## src/rtl/marker_pkg.sv

```systemverilog
// Shared word constants, K-flag encodings and marker-type enum for the marker sequencer.
package marker_pkg;

    localparam logic [15:0] Comma             = 16'hBC3C;
    localparam logic [15:0] EventStartK       = 16'h1C11;
    localparam logic [15:0] EventStartKn      = 16'h1CEE;
    localparam logic [15:0] Clock40MHzMarkerK  = 16'h1C10;
    localparam logic [15:0] Clock40MHzMarkerKn = 16'h1CEF;
    localparam logic [15:0] DelayMeasureK     = 16'h1C12;
    localparam logic [15:0] DelayMeasureKn    = 16'h1CED;
    localparam logic [15:0] DiagnosticK       = 16'h1C13;
    localparam logic [15:0] DCSTimeoutK       = 16'h1C14;
    localparam logic [15:0] RetransK          = 16'h1C15;
    localparam logic [15:0] RetransKn         = 16'h1CEA;
    localparam logic [15:0] DCSRequestK       = 16'h1C00;
    localparam logic [15:0] UnusedK           = 16'h1C20;
    localparam logic [15:0] IllegalK          = 16'h1234;

    localparam logic [1:0] KChar = 2'b11;
    localparam logic [1:0] KCmd  = 2'b10;
    localparam logic [1:0] KWord = 2'b00;

    // Types 8..15 are deliberately malformed markers for negative testing.
    typedef enum logic [3:0] {
        MkEventStart, MkClock40, MkDelayMeasure, MkRetrans,
        MkDiagnostic, MkDcsTimeout, MkDcsRequest, MkUnused,
        MkBadEventHalf, MkBadClockHalf, MkBadDelay, MkBadRetrans,
        MkBadEventPair, MkBadClockPair, MkBadRetransShort, MkIllegal
    } marker_type_e;

    function automatic logic [1:0] word_len(marker_type_e t);
        logic [1:0] len;
        case (t)
            MkRetrans, MkBadRetrans: len = 2'd3;
            MkEventStart, MkClock40, MkBadDelay,
            MkBadEventPair, MkBadClockPair, MkBadRetransShort: len = 2'd2;
            default: len = 2'd1;
        endcase
        return len;
    endfunction

endpackage

```

## src/rtl/marker_cmd_fifo.sv

```systemverilog
// Synchronous command FIFO with an extra wrap bit on each pointer to tell full from empty.
module marker_cmd_fifo #(
    parameter int unsigned DEPTH = 4,
    parameter int unsigned WIDTH = 16
) (
    input  logic             RX_CLK,
    input  logic             RX_RESETN,
    input  logic             push_valid,
    output logic             push_ready,
    input  logic [WIDTH-1:0] push_data,
    input  logic             pop,
    output logic [WIDTH-1:0] pop_data,
    output logic             empty
);

    localparam int unsigned AW = $clog2(DEPTH);
    localparam logic [AW:0] PtrOne = 1;

    logic [AW:0]      wr_ptr_q, rd_ptr_q;
    logic [WIDTH-1:0] mem_q [DEPTH];
    logic             full, do_push, do_pop;

    assign full       = (wr_ptr_q[AW] != rd_ptr_q[AW]) &&
                        (wr_ptr_q[AW-1:0] == rd_ptr_q[AW-1:0]);
    assign empty      = (wr_ptr_q == rd_ptr_q);
    assign push_ready = ~full;
    assign do_push    = push_valid & ~full;
    assign do_pop     = pop & ~empty;
    assign pop_data   = mem_q[rd_ptr_q[AW-1:0]];

    always_ff @(posedge RX_CLK) begin
        if (!RX_RESETN) begin
            wr_ptr_q <= '0;
            rd_ptr_q <= '0;
        end else begin
            if (do_push) begin
                mem_q[wr_ptr_q[AW-1:0]] <= push_data;
                wr_ptr_q                <= wr_ptr_q + PtrOne;
            end
            if (do_pop) begin
                rd_ptr_q <= rd_ptr_q + PtrOne;
            end
        end
    end

endmodule

```

## src/rtl/marker_sequencer.sv

```systemverilog
// Queued marker generator: pops commands and plays each back as preamble commas plus marker
// words, repeated with an auto-incrementing sequence number.
module marker_sequencer
    import marker_pkg::*;
#(
    parameter int unsigned FIFO_DEPTH = 4,
    parameter int unsigned RPT_W      = 4,
    parameter int unsigned PRE_W      = 8,
    parameter int unsigned CNT_W      = 16
) (
    input  logic             RX_CLK,
    input  logic             RX_RESETN,
    input  logic             cmd_valid,
    output logic             cmd_ready,
    input  logic [3:0]       cmd_type,
    input  logic [3:0]       cmd_seq,
    input  logic [RPT_W-1:0] cmd_repeat,
    input  logic [PRE_W-1:0] cmd_preamble,
    input  logic             enable,
    output logic             busy,
    output logic [CNT_W-1:0] markers_sent,
    output logic [15:0]      DATA_TO_TX,
    output logic [1:0]       KCHAR_TO_TX
);

    localparam int unsigned EntryW = 8 + RPT_W + PRE_W;
    localparam logic [RPT_W-1:0] RptOne = 1;
    localparam logic [PRE_W-1:0] PreOne = 1;
    localparam logic [CNT_W-1:0] CntOne = 1;

    typedef enum logic [1:0] {StIdle, StPre, StMk} state_e;

    state_e             state_q;
    marker_type_e       type_q;
    logic [3:0]         seq_q;
    logic [RPT_W-1:0]   rpt_q;
    logic [PRE_W-1:0]   pre_q, pre_cnt_q;
    logic [1:0]         idx_q;
    logic [15:0]        data_q;
    logic [1:0]         k_q;
    logic [CNT_W-1:0]   sent_q;

    logic               fifo_empty, pop;
    logic [EntryW-1:0]  head;
    marker_type_e       head_type;
    logic [3:0]         head_seq;
    logic [RPT_W-1:0]   head_rpt;
    logic [PRE_W-1:0]   head_pre;

    marker_cmd_fifo #(
        .DEPTH (FIFO_DEPTH),
        .WIDTH (EntryW)
    ) u_fifo (
        .RX_CLK     (RX_CLK),
        .RX_RESETN  (RX_RESETN),
        .push_valid (cmd_valid),
        .push_ready (cmd_ready),
        .push_data  ({cmd_type, cmd_seq, cmd_repeat, cmd_preamble}),
        .pop        (pop),
        .pop_data   (head),
        .empty      (fifo_empty)
    );

    assign pop       = (state_q == StIdle) & enable & ~fifo_empty;
    assign head_pre  = head[PRE_W-1:0];
    assign head_rpt  = head[PRE_W +: RPT_W];
    assign head_seq  = head[PRE_W+RPT_W +: 4];
    assign head_type = marker_type_e'(head[PRE_W+RPT_W+4 +: 4]);

    function automatic logic [17:0] word_at(marker_type_e t, logic [1:0] idx, logic [3:0] s);
        logic [17:0] w;
        w = {IllegalK, KCmd};
        case (t)
            MkEventStart:      w = (idx == 2'd0) ? {EventStartK, KCmd} : {EventStartKn, KCmd};
            MkClock40:         w = (idx == 2'd0) ? {Clock40MHzMarkerK, KCmd}
                                                 : {Clock40MHzMarkerKn, KCmd};
            MkDelayMeasure:    w = {DelayMeasureK, KCmd};
            MkRetrans:         w = (idx == 2'd0) ? {RetransK, KCmd} :
                                   (idx == 2'd1) ? {RetransKn, KCmd} : {s, s, s, s, KWord};
            MkDiagnostic:      w = {DiagnosticK, KCmd};
            MkDcsTimeout:      w = {DCSTimeoutK, KCmd};
            MkDcsRequest:      w = {DCSRequestK, KCmd};
            MkUnused:          w = {UnusedK, KCmd};
            MkBadEventHalf:    w = {EventStartK, KCmd};
            MkBadClockHalf:    w = {Clock40MHzMarkerKn, KCmd};
            MkBadDelay:        w = (idx == 2'd0) ? {DelayMeasureK, KCmd} : {DelayMeasureKn, KCmd};
            MkBadRetrans:      w = (idx == 2'd0) ? {RetransK, KCmd} :
                                   (idx == 2'd1) ? {RetransKn, KCmd} : {s, 4'h0, s, s, KWord};
            MkBadEventPair:    w = (idx == 2'd0) ? {EventStartK, KCmd}
                                                 : {Clock40MHzMarkerKn, KCmd};
            MkBadClockPair:    w = {Clock40MHzMarkerK, KCmd};
            MkBadRetransShort: w = (idx == 2'd0) ? {RetransK, KCmd} : {RetransKn, KCmd};
            MkIllegal:         w = {IllegalK, KCmd};
        endcase
        return w;
    endfunction

    // Outputs are loaded with the word to be shown in the state being entered.
    always_ff @(posedge RX_CLK) begin
        if (!RX_RESETN) begin
            state_q   <= StIdle;
            type_q    <= MkEventStart;
            seq_q     <= '0;
            rpt_q     <= '0;
            pre_q     <= '0;
            pre_cnt_q <= '0;
            idx_q     <= '0;
            data_q    <= Comma;
            k_q       <= KChar;
            sent_q    <= '0;
        end else begin
            case (state_q)
                StIdle: begin
                    if (pop) begin
                        type_q <= head_type;
                        seq_q  <= head_seq;
                        rpt_q  <= (head_rpt == '0) ? RptOne : head_rpt;
                        pre_q  <= head_pre;
                        idx_q  <= '0;
                        if (head_pre != '0) begin
                            state_q    <= StPre;
                            pre_cnt_q  <= head_pre;
                            {data_q, k_q} <= {Comma, KChar};
                        end else begin
                            state_q    <= StMk;
                            {data_q, k_q} <= word_at(head_type, 2'd0, head_seq);
                        end
                    end else begin
                        {data_q, k_q} <= {Comma, KChar};
                    end
                end
                StPre: begin
                    if (pre_cnt_q == PreOne) begin
                        state_q       <= StMk;
                        idx_q         <= '0;
                        {data_q, k_q} <= word_at(type_q, 2'd0, seq_q);
                    end else begin
                        pre_cnt_q     <= pre_cnt_q - PreOne;
                        {data_q, k_q} <= {Comma, KChar};
                    end
                end
                StMk: begin
                    if (idx_q == word_len(type_q) - 2'd1) begin
                        if (sent_q != '1) begin
                            sent_q <= sent_q + CntOne;
                        end
                        seq_q <= seq_q + 4'd1;
                        rpt_q <= rpt_q - RptOne;
                        idx_q <= '0;
                        if (rpt_q > RptOne) begin
                            if (pre_q != '0) begin
                                state_q       <= StPre;
                                pre_cnt_q     <= pre_q;
                                {data_q, k_q} <= {Comma, KChar};
                            end else begin
                                state_q       <= StMk;
                                {data_q, k_q} <= word_at(type_q, 2'd0, seq_q + 4'd1);
                            end
                        end else begin
                            state_q       <= StIdle;
                            {data_q, k_q} <= {Comma, KChar};
                        end
                    end else begin
                        idx_q         <= idx_q + 2'd1;
                        {data_q, k_q} <= word_at(type_q, idx_q + 2'd1, seq_q);
                    end
                end
                default: begin
                    state_q       <= StIdle;
                    {data_q, k_q} <= {Comma, KChar};
                end
            endcase
        end
    end

    assign busy         = (state_q != StIdle) | ~fifo_empty;
    assign markers_sent = sent_q;
    assign DATA_TO_TX   = data_q;
    assign KCHAR_TO_TX  = k_q;

endmodule

```

## config.mk

```make
export PLATFORM = sky130hd
export DESIGN_NAME = marker_sequencer
export DESIGN_NICKNAME = d
export VERILOG_FILES = /design/src/rtl/marker_pkg.sv /design/src/rtl/marker_cmd_fifo.sv /design/src/rtl/marker_sequencer.sv
export SDC_FILE = /design/constraint.sdc
export NUM_CORES = 1
export LEC_CHECK = 0
export CAP_MARGIN = 25
export CORE_ASPECT_RATIO = 1.25
export CORE_MARGIN = 3
export CORE_UTILIZATION = 53
export DETAILED_ROUTE_END_ITERATION = 6
export PLACE_DENSITY = 0.78
export SLEW_MARGIN = 20
export SYNTH_ARGS = -nofsm -noshare
export SYNTH_HDL_FRONTEND = slang
export SYNTH_SLANG_ARGS = --single-unit
export TNS_END_PERCENT = 5
```

## constraint.sdc

```tcl
create_clock -name RX_CLK -period 3.78 [get_ports RX_CLK]
set_clock_uncertainty 0.1 [all_clocks]
set_input_delay 0.378 -clock RX_CLK [delete_from_list [all_inputs] [get_ports RX_CLK]]
set_output_delay 0.378 -clock RX_CLK [all_outputs]
set_load 0.02 [all_outputs]
```

==> results.cfg <==
[worst_hold_path]
hold_start = pre_q[0]$_SDFFE_PN0N_
whs_endpoint = pre_q[0]$_SDFFE_PN0N_
hold_depth = 2
min_path_type = reg2reg

[clock_network]
cts_resized = 0
path_clk_slew_ps = 60
cts_inserted_buffers = 17
clkSinkCount = 164
clkLatencyLatePin_ps = 430
htree_levels = 4
cts_buffer_depth = 2
cts_tree = yes
hold_buffers = 0
clockRootBuffer = clkbuf_16
cts_setup_buffers = 0

[routing]
via_per_inst = 6.276
met3_wirelength_um = 978
drt_iter0_drc = 452
ant_nets = 0
post_drt_wl_per_cell_um = 19.11
first_pass_iters = 5
remaining_drc_errors = 0
met1_length_mm = 7.903
top_layer = met4
met2_length_mm = 9.647
vias = 6270
routed_wl_mm = 19.09

[cells_and_area]
n_antenna_cell = 0
finalCoreUtilization_pct = 62.94
final_cell_mix = 84 x dfxtp_1, 80 x edfxtp_1, 71 x nand2_1
syn_to_final_growth_pct = 15.75
layout-drive-gt1-share_pct = 10.16
fin_area_um2 = 9450
fin_nets = 860
final_common_cell = dfxtp_1

[worst_setup_path]
rr_worst_depth = 5
crit_path_start_kind = flip-flop
crit_required_ps = 3960
reg2reg_slack_ps = 640
worstPathMaxFanout = 13
cp.arrival_ps = 3320
reg2reg_to = DATA_TO_TX[10]$_SDFF_PN1_
crit_type = reg2reg
cp-end-kind = flip-flop

[pwr]
p_seq_share_pct = 41.5
ir_drop_v = 0.0003526
p_sw_share_pct = 33.96
clockPowerShare_pct = 27.6
p_per_area_nw_per_um2 = 578.9
power.leakage_nw = 3.293
switchingPower_mw = 1.858
power_frac_comb_pct = 30.9
p_int_mw = 3.613

[timing]
rsz0062_at_grt = no
tightest_slew_ps = 951.8
fmax_mhz = 318.4
finalHoldViolations = 0
drv_slew = 0
fin_crit_ps = 3140
relSlewSlack_pct = 36.48
fin_tns_setup_ps = 0
finalCritPeriodShare_pct = 83.08
setup_violations = 0

[global_route]
grt_max_degree = 32
grt_pass1_wl_mm = 30.42
grt.total_usage_pct = 23.02
grt_pass1_vias = 5947
grt_antenna_before_repair = 0
overflow = 0

[placement]
place_hpwl_mm = 13.59
place_congestion = 0.9547
placed_cell_area_um2 = 8936
port_buffers = 59

[yosys]
netlist_area_um2 = 8164
syn_inst = 751
syn-num-nets = 807
syn_avg_cell_area_um2 = 10.87
synth_ff_type = dfxtp_1
synth.distinct_cells = 81
yosysTopAreaCellShare_pct = 29.43
ys_ff_latch = 164
yosysSeqAreaShare_pct = 50.02
async_reset_ff_share_pct = 0
synth_edf_count = 80
synth_area_leader_cell = edfxtp_1
synth_area_leaders = edfxtp_1 29%, dfxtp_1 21%, ha_1 4.9%, mux4_2 4.7%, nand2_1 3.3%
yosys_warnings = 0

[die]
ioPinCount = 60
initial_core_util_pct = 54.37
core-area_um2 = 15010
die_area_um2 = 16940
die_h_um = 144.8
die_x_um = 117.0
num_rows = 50

[run]
cap_violations = 0

[status]
status = finished clean
==> critical path: stages, from the launching register on <==
cell      delay (ps)
dfxtp_1          810
mux4_2           640
nor4_1           690
nand4_1          160
a221oi_1         440
o21ai_0          160
==> worst max-delay path by stage <==
| stage | from | endpoint | slack, ps | cells past startpoint |
|---|---|---|---|---|
| detailed placement | flip-flop | pre_cnt_q[0]$_SDFFE_PN0P_ | 660 | 5 |
| finish | flip-flop | DATA_TO_TX[10]$_SDFF_PN1_ | 640 | 5 |
| floorplan | flip-flop | flip-flop | 1200 | 9 |
| CTS | flip-flop | DATA_TO_TX[10]$_SDFF_PN1_ | 640 | 5 |
| global route | flip-flop | DATA_TO_TX[10]$_SDFF_PN1_ | 370 | 5 |
| global placement | flip-flop | DATA_TO_TX[10]$_SDFF_PN1_ | 700 | 5 |
==> synth_stat cells, types with 5 or more instances <==
| cell type | instances |
|---|---|
| a21boi_0 | 7 |
| a21oi_1 | 41 |
| and2_1 | 7 |
| and3_1 | 7 |
| clkbuf_1 | 33 |
| dfxtp_1 | 84 |
| edfxtp_1 | 80 |
| ha_1 | 32 |
| inv_1 | 31 |
| mux2_2 | 5 |
| mux2i_1 | 20 |
| mux4_2 | 17 |
| nand2_1 | 71 |
| nand2b_1 | 11 |
| nand3_1 | 16 |
| nand4_1 | 11 |
| nor2_1 | 44 |
| nor2b_1 | 5 |
| nor3_1 | 12 |
| nor3b_1 | 5 |
| nor4_1 | 10 |
| o211ai_1 | 5 |
| o21a_1 | 5 |
| o21ai_0 | 36 |
| o31ai_1 | 7 |
| or3_1 | 14 |
| or4_1 | 8 |
| xnor2_1 | 8 |
| xor2_1 | 7 |
==> power by group through the flow <==
stage | sequential [mW] | combinational, mW | clock [mW]
2_1_floorplan | 2.19 | 1.28 | 0
3_3_place_gp | 2.29 | 1.60 | 0
3_5_place_dp | 2.30 | 1.65 | 0
4_1_cts | 2.27 | 1.67 | 1.53
5_1_grt | 2.30 | 1.83 | 1.60
6_report | 2.27 | 1.69 | 1.51
==> layout make-up <==
class,instances,area (µm²)
clock buffer,24,451.7
clock inverter,8,56.30
tap,182,227.7
inverter,32,120.1
timing repair buffer,76,718.2
multi-input combinational,513,3792
fill,1160,5564
sequential,164,4084
==> registers in the layout, summed over array words and instances, names as in the netlist, named ones only <==
| name | cells |
|---|---|
| pre_q | 8 |
| markers_sent | 16 |
| u_fifo.mem_q | 80 |
| DATA_TO_TX | 16 |
| rpt_q | 4 |
| type_q | 4 |
| seq_q | 4 |
| KCHAR_TO_TX | 2 |
| idx_q | 2 |
| state_q | 2 |
| u_fifo.wr_ptr_q | 3 |
| pre_cnt_q | 8 |
| u_fifo.rd_ptr_q | 3 |
==> stage by stage <==
step	std cells	hold WS [ps]	power [mW]	setup WS [ps]
final	999	393.3	5.471	639.7
after CTS	999	389.0	5.461	640.1
after global routing	999	410.8	5.733	366.8
after detailed placement	967	378.3	3.958	659.7
after global placement	967	374.1	3.890	701.7
after floorplan	751	333.2	3.476	1204
==> cells by family (layout without fill, tap and decap cells) <==
group | after synthesis | count (layout) | share of synthesized area (%)
xor gates and xnor gates | 15 | 15 | 1.609
muxes | 47 | 47 | 9.287
AOI/OAI and AO/OA | 174 | 174 | 14.87
DFF | 164 | 164 | 50.02
buffers and inverters | 74 | 140 | 3.602
adders and majority gates | 32 | 32 | 4.904
and+or+nand+nor | 245 | 245 | 15.71
==> routing by layer <==
layer / GRT usage (%) / up-vias
met5: 0 / -
met4: 9.662 / 0
met3: 4.576 / 39
met2: 38.87 / 227
met1: 28.80 / 3062
li1: - / 2942
(Power assumes the default switching activity.)
